===== src/rtl/mem_port_arbiter.sv =====
// mem_port_arbiter: shares one downstream memory port between instruction fetch and load/store requesters
module mem_port_arbiter #(
  parameter int p_ADDR_BITS = 32,
  parameter int p_DATA_BITS = 32,
  parameter int p_STRB_BITS = p_DATA_BITS / 8,
  parameter int p_ARB_MODE  = 0
) (
  input  logic                   clk,
  input  logic                   rst,
  input  logic [p_ADDR_BITS-1:0] imem_addr,
  input  logic [1:0]             imem_size,
  input  logic                   imem_valid,
  output logic                   imem_ready,
  input  logic                   imem_r_ready,
  output logic                   imem_r_valid,
  output logic [p_DATA_BITS-1:0] imem_r_data,
  output logic                   imem_r_resp,
  input  logic [p_ADDR_BITS-1:0] dmem_addr,
  input  logic                   dmem_cmd,
  input  logic [1:0]             dmem_size,
  input  logic                   dmem_valid,
  output logic                   dmem_ready,
  input  logic                   dmem_r_ready,
  output logic                   dmem_r_valid,
  output logic [p_DATA_BITS-1:0] dmem_r_data,
  output logic                   dmem_r_resp,
  input  logic                   dmem_w_valid,
  output logic                   dmem_w_ready,
  input  logic [p_STRB_BITS-1:0] dmem_w_strb,
  input  logic [p_DATA_BITS-1:0] dmem_w_data,
  output logic                   dmem_w_resp,
  output logic [p_ADDR_BITS-1:0] m_addr,
  output logic                   m_cmd,
  output logic [1:0]             m_size,
  output logic                   m_valid,
  input  logic                   m_ready,
  input  logic                   m_r_valid,
  input  logic [p_DATA_BITS-1:0] m_r_data,
  input  logic                   m_r_resp,
  output logic                   m_r_ready,
  output logic                   m_w_valid,
  output logic [p_STRB_BITS-1:0] m_w_strb,
  output logic [p_DATA_BITS-1:0] m_w_data,
  input  logic                   m_w_ready,
  input  logic                   m_w_resp,
  output logic                   grant
);
  typedef enum logic [1:0] {IDLE, CMD, RDATA, WDATA} state_t;
  state_t state_q, state_d;
  logic grant_q, grant_d, last_q, last_d, cmd_q, cmd_d;
  logic [p_ADDR_BITS-1:0] addr_q, addr_d;
  logic [1:0] size_q, size_d;
  logic idle, rd, wr, pick;
  assign idle = state_q == IDLE;
  assign rd   = state_q == RDATA;
  assign wr   = state_q == WDATA;
  // winner of the IDLE arbitration: 1 = dmem; a round-robin tie goes to whoever did not win last
  assign pick = (p_ARB_MODE != 0) ? dmem_valid : ((imem_valid && dmem_valid) ? !last_q : dmem_valid);
  assign imem_ready   = idle && imem_valid && !pick;
  assign dmem_ready   = idle && dmem_valid && pick;
  assign m_addr       = addr_q;
  assign m_cmd        = cmd_q;
  assign m_size       = size_q;
  assign m_valid      = state_q == CMD;
  assign grant        = grant_q;
  assign m_r_ready    = rd && (grant_q ? dmem_r_ready : imem_r_ready);
  assign imem_r_valid = rd && !grant_q && m_r_valid;
  assign imem_r_data  = (rd && !grant_q) ? m_r_data : '0;
  assign imem_r_resp  = rd && !grant_q && m_r_resp;
  assign dmem_r_valid = rd && grant_q && m_r_valid;
  assign dmem_r_data  = (rd && grant_q) ? m_r_data : '0;
  assign dmem_r_resp  = rd && grant_q && m_r_resp;
  assign m_w_valid    = wr && dmem_w_valid;
  assign m_w_strb     = dmem_w_strb;
  assign m_w_data     = dmem_w_data;
  assign dmem_w_ready = wr && m_w_ready;
  assign dmem_w_resp  = wr && m_w_resp;
  // next-state: accept and buffer a command in IDLE, then walk command and data phases back to IDLE
  always_comb begin
    state_d = state_q;
    grant_d = grant_q;
    last_d  = last_q;
    addr_d  = addr_q;
    cmd_d   = cmd_q;
    size_d  = size_q;
    if (idle && (imem_valid || dmem_valid)) begin
      state_d = CMD;
      grant_d = pick;
      last_d  = pick;
      addr_d  = pick ? dmem_addr : imem_addr;
      cmd_d   = pick && dmem_cmd;
      size_d  = pick ? dmem_size : imem_size;
    end else if (state_q == CMD && m_ready)
      state_d = cmd_q ? WDATA : RDATA;
    else if ((rd && m_r_valid && m_r_ready) || (wr && m_w_valid && m_w_ready))
      state_d = IDLE;
  end
  // state and command buffer; last grant resets to dmem so imem wins the first tie
  always_ff @(posedge clk) begin
    if (rst) begin
      state_q <= IDLE;
      grant_q <= 1'b0;
      last_q  <= 1'b1;
      addr_q  <= '0;
      cmd_q   <= 1'b0;
      size_q  <= '0;
    end else begin
      state_q <= state_d;
      grant_q <= grant_d;
      last_q  <= last_d;
      addr_q  <= addr_d;
      cmd_q   <= cmd_d;
      size_q  <= size_d;
    end
  end
endmodule

===== config.mk =====
export PLATFORM = sky130hd
export DESIGN_NAME = mem_port_arbiter
export DESIGN_NICKNAME = d
export VERILOG_FILES = /design/src/rtl/mem_port_arbiter.sv
export SDC_FILE = /design/constraint.sdc
export NUM_CORES = 1
export LEC_CHECK = 0
export BUFFER_PORTS_ARGS = -buffer_cell sky130_fd_sc_hd__buf_4
export CORE_AREA = 2 2 114 116
export CTS_BUF_LIST = sky130_fd_sc_hd__clkbuf_4 sky130_fd_sc_hd__clkbuf_8 sky130_fd_sc_hd__clkbuf_16
export CTS_CLUSTER_SIZE = 12
export DETAILED_ROUTE_END_ITERATION = 8
export DIE_AREA = 0 0 116 118
export PLACE_DENSITY_LB_ADDON = 0.15
export SYNTH_ARGS = -nofsm -noshare
export SYNTH_HDL_FRONTEND = slang
export SYNTH_SLANG_ARGS = --single-unit

===== constraint.sdc =====
create_clock -name clk -period 1.1 [get_ports clk]
set_input_delay 0.055 -clock clk [delete_from_list [all_inputs] [get_ports clk]]
set_output_delay 0.055 -clock clk [all_outputs]
set_load 0.01 [all_outputs]

After elaboration in Yosys (flattened, before gate mapping). Index checks and enable logic that the tools add are counted. W data, S select, Z words.

Memory bits (read-only): 0. Memory bits (writable): 0. Latch bits: 0. Flip-flop bits (word level): 39. Memories kept: 0. Input bits: 149.

Divide/modulo/power cells: 0. Order comparisons: 0. Shift-type cells: 0. Add/sub/neg operators: 0. Reduce and logical (&&, ||, !) cells: 31. Bitwise operators: 0. Eq/ne operators: 3. Multiplexer cells: 10. Multipliers: 0.

Operator list (count): $mux W32 (3); $logic_and A1 B1 Y1 (22); $mux W2 (3); $eq A2 B2 Y1 const B (2); $mux W1 (4); $logic_not A1 Y1 (3); $reduce_bool A3 Y1 (1); $eq A2 B1 Y1 const B (1); $logic_not A2 Y1 (1); $logic_or A1 B1 Y1 (2); $reduce_bool A2 Y1 (1); $reduce_or A2 Y1 (1).

Depth between registers and ports, before layout.
Word-level depth: 8. Gate-level depth with buffers: 5.

Least setup slack after synthesis. No wires, ideal clock.

Path kind: register -> register. From: register state_q[1]. To: register addr_q[10], in the netlist m_addr[10]. Path buffers: 2. Arrival: 1.085 ns. Setup slack: -0.131 ns. Data required time: 0.954 ns. Cell stages (with the launch flop): 6. Path through: dfxtp_1 buf_2 o21bai_1 nor2_4 buf_4 a211oi_2.

Cells in the longest elaborated chain, start to end: 2.

RTL lines: start: declaration (RTL line 49) `state_t state_q, state_d;`; start signal: assignment (RTL line 108) `state_q <= state_d;`; $logic_not A2 Y1 (RTL line 54) `assign idle = state_q == IDLE;`; $logic_and A1 B1 Y1 (RTL line 86) `if (idle && (imem_valid || dmem_valid)) begin`; end signal: assignment (RTL line 111) `addr_q <= addr_d;`; end: declaration (RTL line 51) `logic [p_ADDR_BITS-1:0] addr_q, addr_d;`.

Every way passes these cells. A chain may end at the register's enable or synchronous reset.

Final worst setup path.
From: register state_q[0]. To: output imem_r_data[24].

Cells in the longest elaborated chain, start to end: 3.

RTL lines: $eq A2 B2 Y1 (RTL line 55) `assign rd = state_q == RDATA;`; $logic_and A1 B1 Y1 (RTL line 68) `assign imem_r_data = (rd && !grant_q) ? m_r_data : '0;`; $mux W32 (RTL line 68); end: declaration (RTL line 16) `output logic [p_DATA_BITS-1:0] imem_r_data,`.

Every way passes these cells.

==> qor.yml <==
status:
  status: "finished with violations"
  violations: "setup timing"
synthesis:
  yosys.area.top_type: "dfxtp_1"
  syn_avg_cell_area_sq_um: 9.07
  synth_area_sq_mm: 0.00277
  synth_ff_type: "dfxtp_1"
  yosysSeqAreaShare_pct: 28.2
  synth_edf_count: 0
  yosysWarningCount: 0
  async_reset_ff_share_pct: 0
  syn_inst: 305
  ys_ff_latch: 39
  ys_types: 31
  yosys.area.top_type_share_pct: 28.2
  synth.area.top_cells: "dfxtp_1, and2_1, mux2i_1"
  syn_nets: 454
layout:
  area_growth_pct: 107
  finalNonFillerCells: 698
  diodes: 0
  final_common_cell: "buf_4"
  seq_area_sq_um: 793
  design_area_sq_mm: 0.00571
  drive_gt1_share_pct: 74.9
  fillers: 1187
  multiInputGateArea_sq_mm: 0.00209
  mostFrequentLayoutCells: "buf_4, and2_1, dfxtp_1"
  nets: 674
routing:
  drt_iter0_markers: 52
  vias: 3069
  drt_wl_total_mm: 11.9
  vias_per_cell: 4.40
  ant_nets: 0
  wl_per_cell_um: 17.1
  drc_errors: 0
  firstDrtPassIters: 4
worst_hold_path:
  hold_depth: 3
  hold_path.class: "in -> reg"
clocking:
  cts.sinks: 39
  clk_latency_ns: 0.28
  cts_buffers: 5
  cts-hold-fix-buffers: 0
  clk_pin_slew_ns: 0.06
  clk_path_buf_depth: 2
  cts_max_level: 2
  tritoncts: "done"
  cts_root_buf: "clkbuf_16"
power_and_ir_drop:
  total_power_uw: 5850
  vdd_drop_max_uv: 620
  p_leak_uw: 0.00253
  power.density_mw_per_mm2: 1020
sta:
  tightest_slew_ns: 0.363
  fin_crit_ns: 1.43
  slew_viol_final: 0
  final.setup.tns_ns: -27.96
  rsz0062_at_grt: "true"
  layout_setup_ws_ns: -0.330
  hold_viol_final: 0
  setup_viol: 113
  finClkSkew_ns: 0.00556
  fin_crit_sh_pct: 130
  maxClockFrequency_ghz: 0.699
  maxSlewHeadroom_pct: 75.8
worst_setup_path:
  path_depth: 5
  r2r_cells: 6
  slowest_delay_ns: 0.36
  cp.required_ns: 1.04
  cp-start-kind: "flop"
  crit_family: "simple AND/OR/NAND/NOR gates"
  worst-path-buf-inv: 2
  critical_path_peak_fanout: 24
  arrival_ns: 1.38
  crit_path_top_delay_cell: "dfxtp_4"
  end_kind: "output pin"
  path_cells: "nand2b_4, nor2_4, buf_12, and2_1, buf_4"
  worstSetupPathType: "reg -> out"
placed_design:
  placed_area_sq_mm: 0.00452
  dp_hpwl_mm: 8.45
  routabilityCongestion: 0.696
  portBuffers: 223
  place_inst: 663
die:
  die_w_um: 116
  ioPinCount: 296
  placementRows: 41
  fp.dieH_um: 118
  core_sq_mm: 0.0124
  dieArea_sq_mm: 0.0137
  start_util_pct: 22.3
global_routing:
  grt_usage_pct: 16.5
  overflow: 0
  grt_max_degree: 25
  grt_pass1_wl_mm: 17.4
  grt_pass1_vias: 3109
  antenna_found_initial: 0
flow_run:
  max_cap_violations: 0
[cell type report]
class / count / area share [%]
Sequential cell: 39 / 13.9
Inverter: 2 / 0.175
Tap cell: 172 / 3.77
Multi-Input combinational cell: 202 / 36.6
Clock buffer: 6 / 2.32
Clock inverter: 2 / 0.219
Timing Repair Buffer: 275 / 43.0
[worst register-to-register path: stages (launching register included)]
cell      delay [ns]
dfxtp_2         0.33
a21boi_4        0.17
buf_6           0.13
buf_6           0.12
buf_16          0.15
mux2i_4         0.25
a211oi_2        0.09
[kinds of logic after synthesis]
logic type             count (synthesis)  share of synthesized area (%)
AND/OR/NAND/NOR                       88                           19.5
buffers and inverters                 64                           16.6
flip-flops                            39                           28.2
multiplexers                          35                           12.7
AO/OA/AOI/OAI                         79                           23.1
[worst paths after layout]
path	slack [ns]	end	start
max	-0.33	imem_r_data[24]	state_q[0]
min	0.04	m_cmd	dmem_cmd
max reg2reg	-0.26	m_addr[22]	last_q
min reg2reg	0.50	m_cmd	m_cmd
[flip-flops by register name, summed over array words and instances (netlist names)]
signal,cells
state_q,2
m_size,2
m_addr,32
grant,1
last_q,1
m_cmd,1
[Yosys cell counts, types with 2 or more instances]
cell and instances:
buf_4 39, and2_1 68, o21ai_0 3, a211oi_1 7, clkbuf_1 11, a21oi_1 36
nand2_1 2, nor2_1 5, nor2b_1 2, buf_12 3, nand3_1 2, buf_6 2
mux2i_1 35, and3_1 4, dfxtp_1 39, a211oi_2 27, buf_2 6
[routing by layer]
| metal | up-vias | wire length (um) | share of wire (%) | global-route usage [%] |
|---|---|---|---|---|
| met5 | - | 0 | 0 | 0 |
| met4 | 0 | 53 | 0.44 | 2.46 |
| met3 | 4 | 1150 | 9.6 | 4.79 |
| met2 | 177 | 6270 | 52 | 30.9 |
| met1 | 1412 | 4480 | 37 | 18.5 |
| li1 | 1476 | - | - | - |
[report_power, final]
group | switching (uW) | internal (uW)
logic | 1140 | 1500
registers | 153 | 1600
clock network | 597 | 863
total | 1890 | 3960
[metrics by stage]
step	setup slack, ns	hold slack [ns]	util (%)
global placement	-0.128	0.110	36.4
finish	-0.330	0.0414	46.0
detailed placement	-0.145	0.110	36.4
CTS	-0.334	0.0440	44.0
global route	-0.396	0.0367	46.0
floorplan	-0.0813	0.202	-
[what timing repair did]
action | in CTS | in global routing
gates resized for setup | 103 | 48
setup buffers | 15 | 5
gates cloned | 9 | 1
pin swaps | 49 | 27
setup endpoints to repair | 112 | 114
Note: power is estimated with default switching activity, not from simulation.
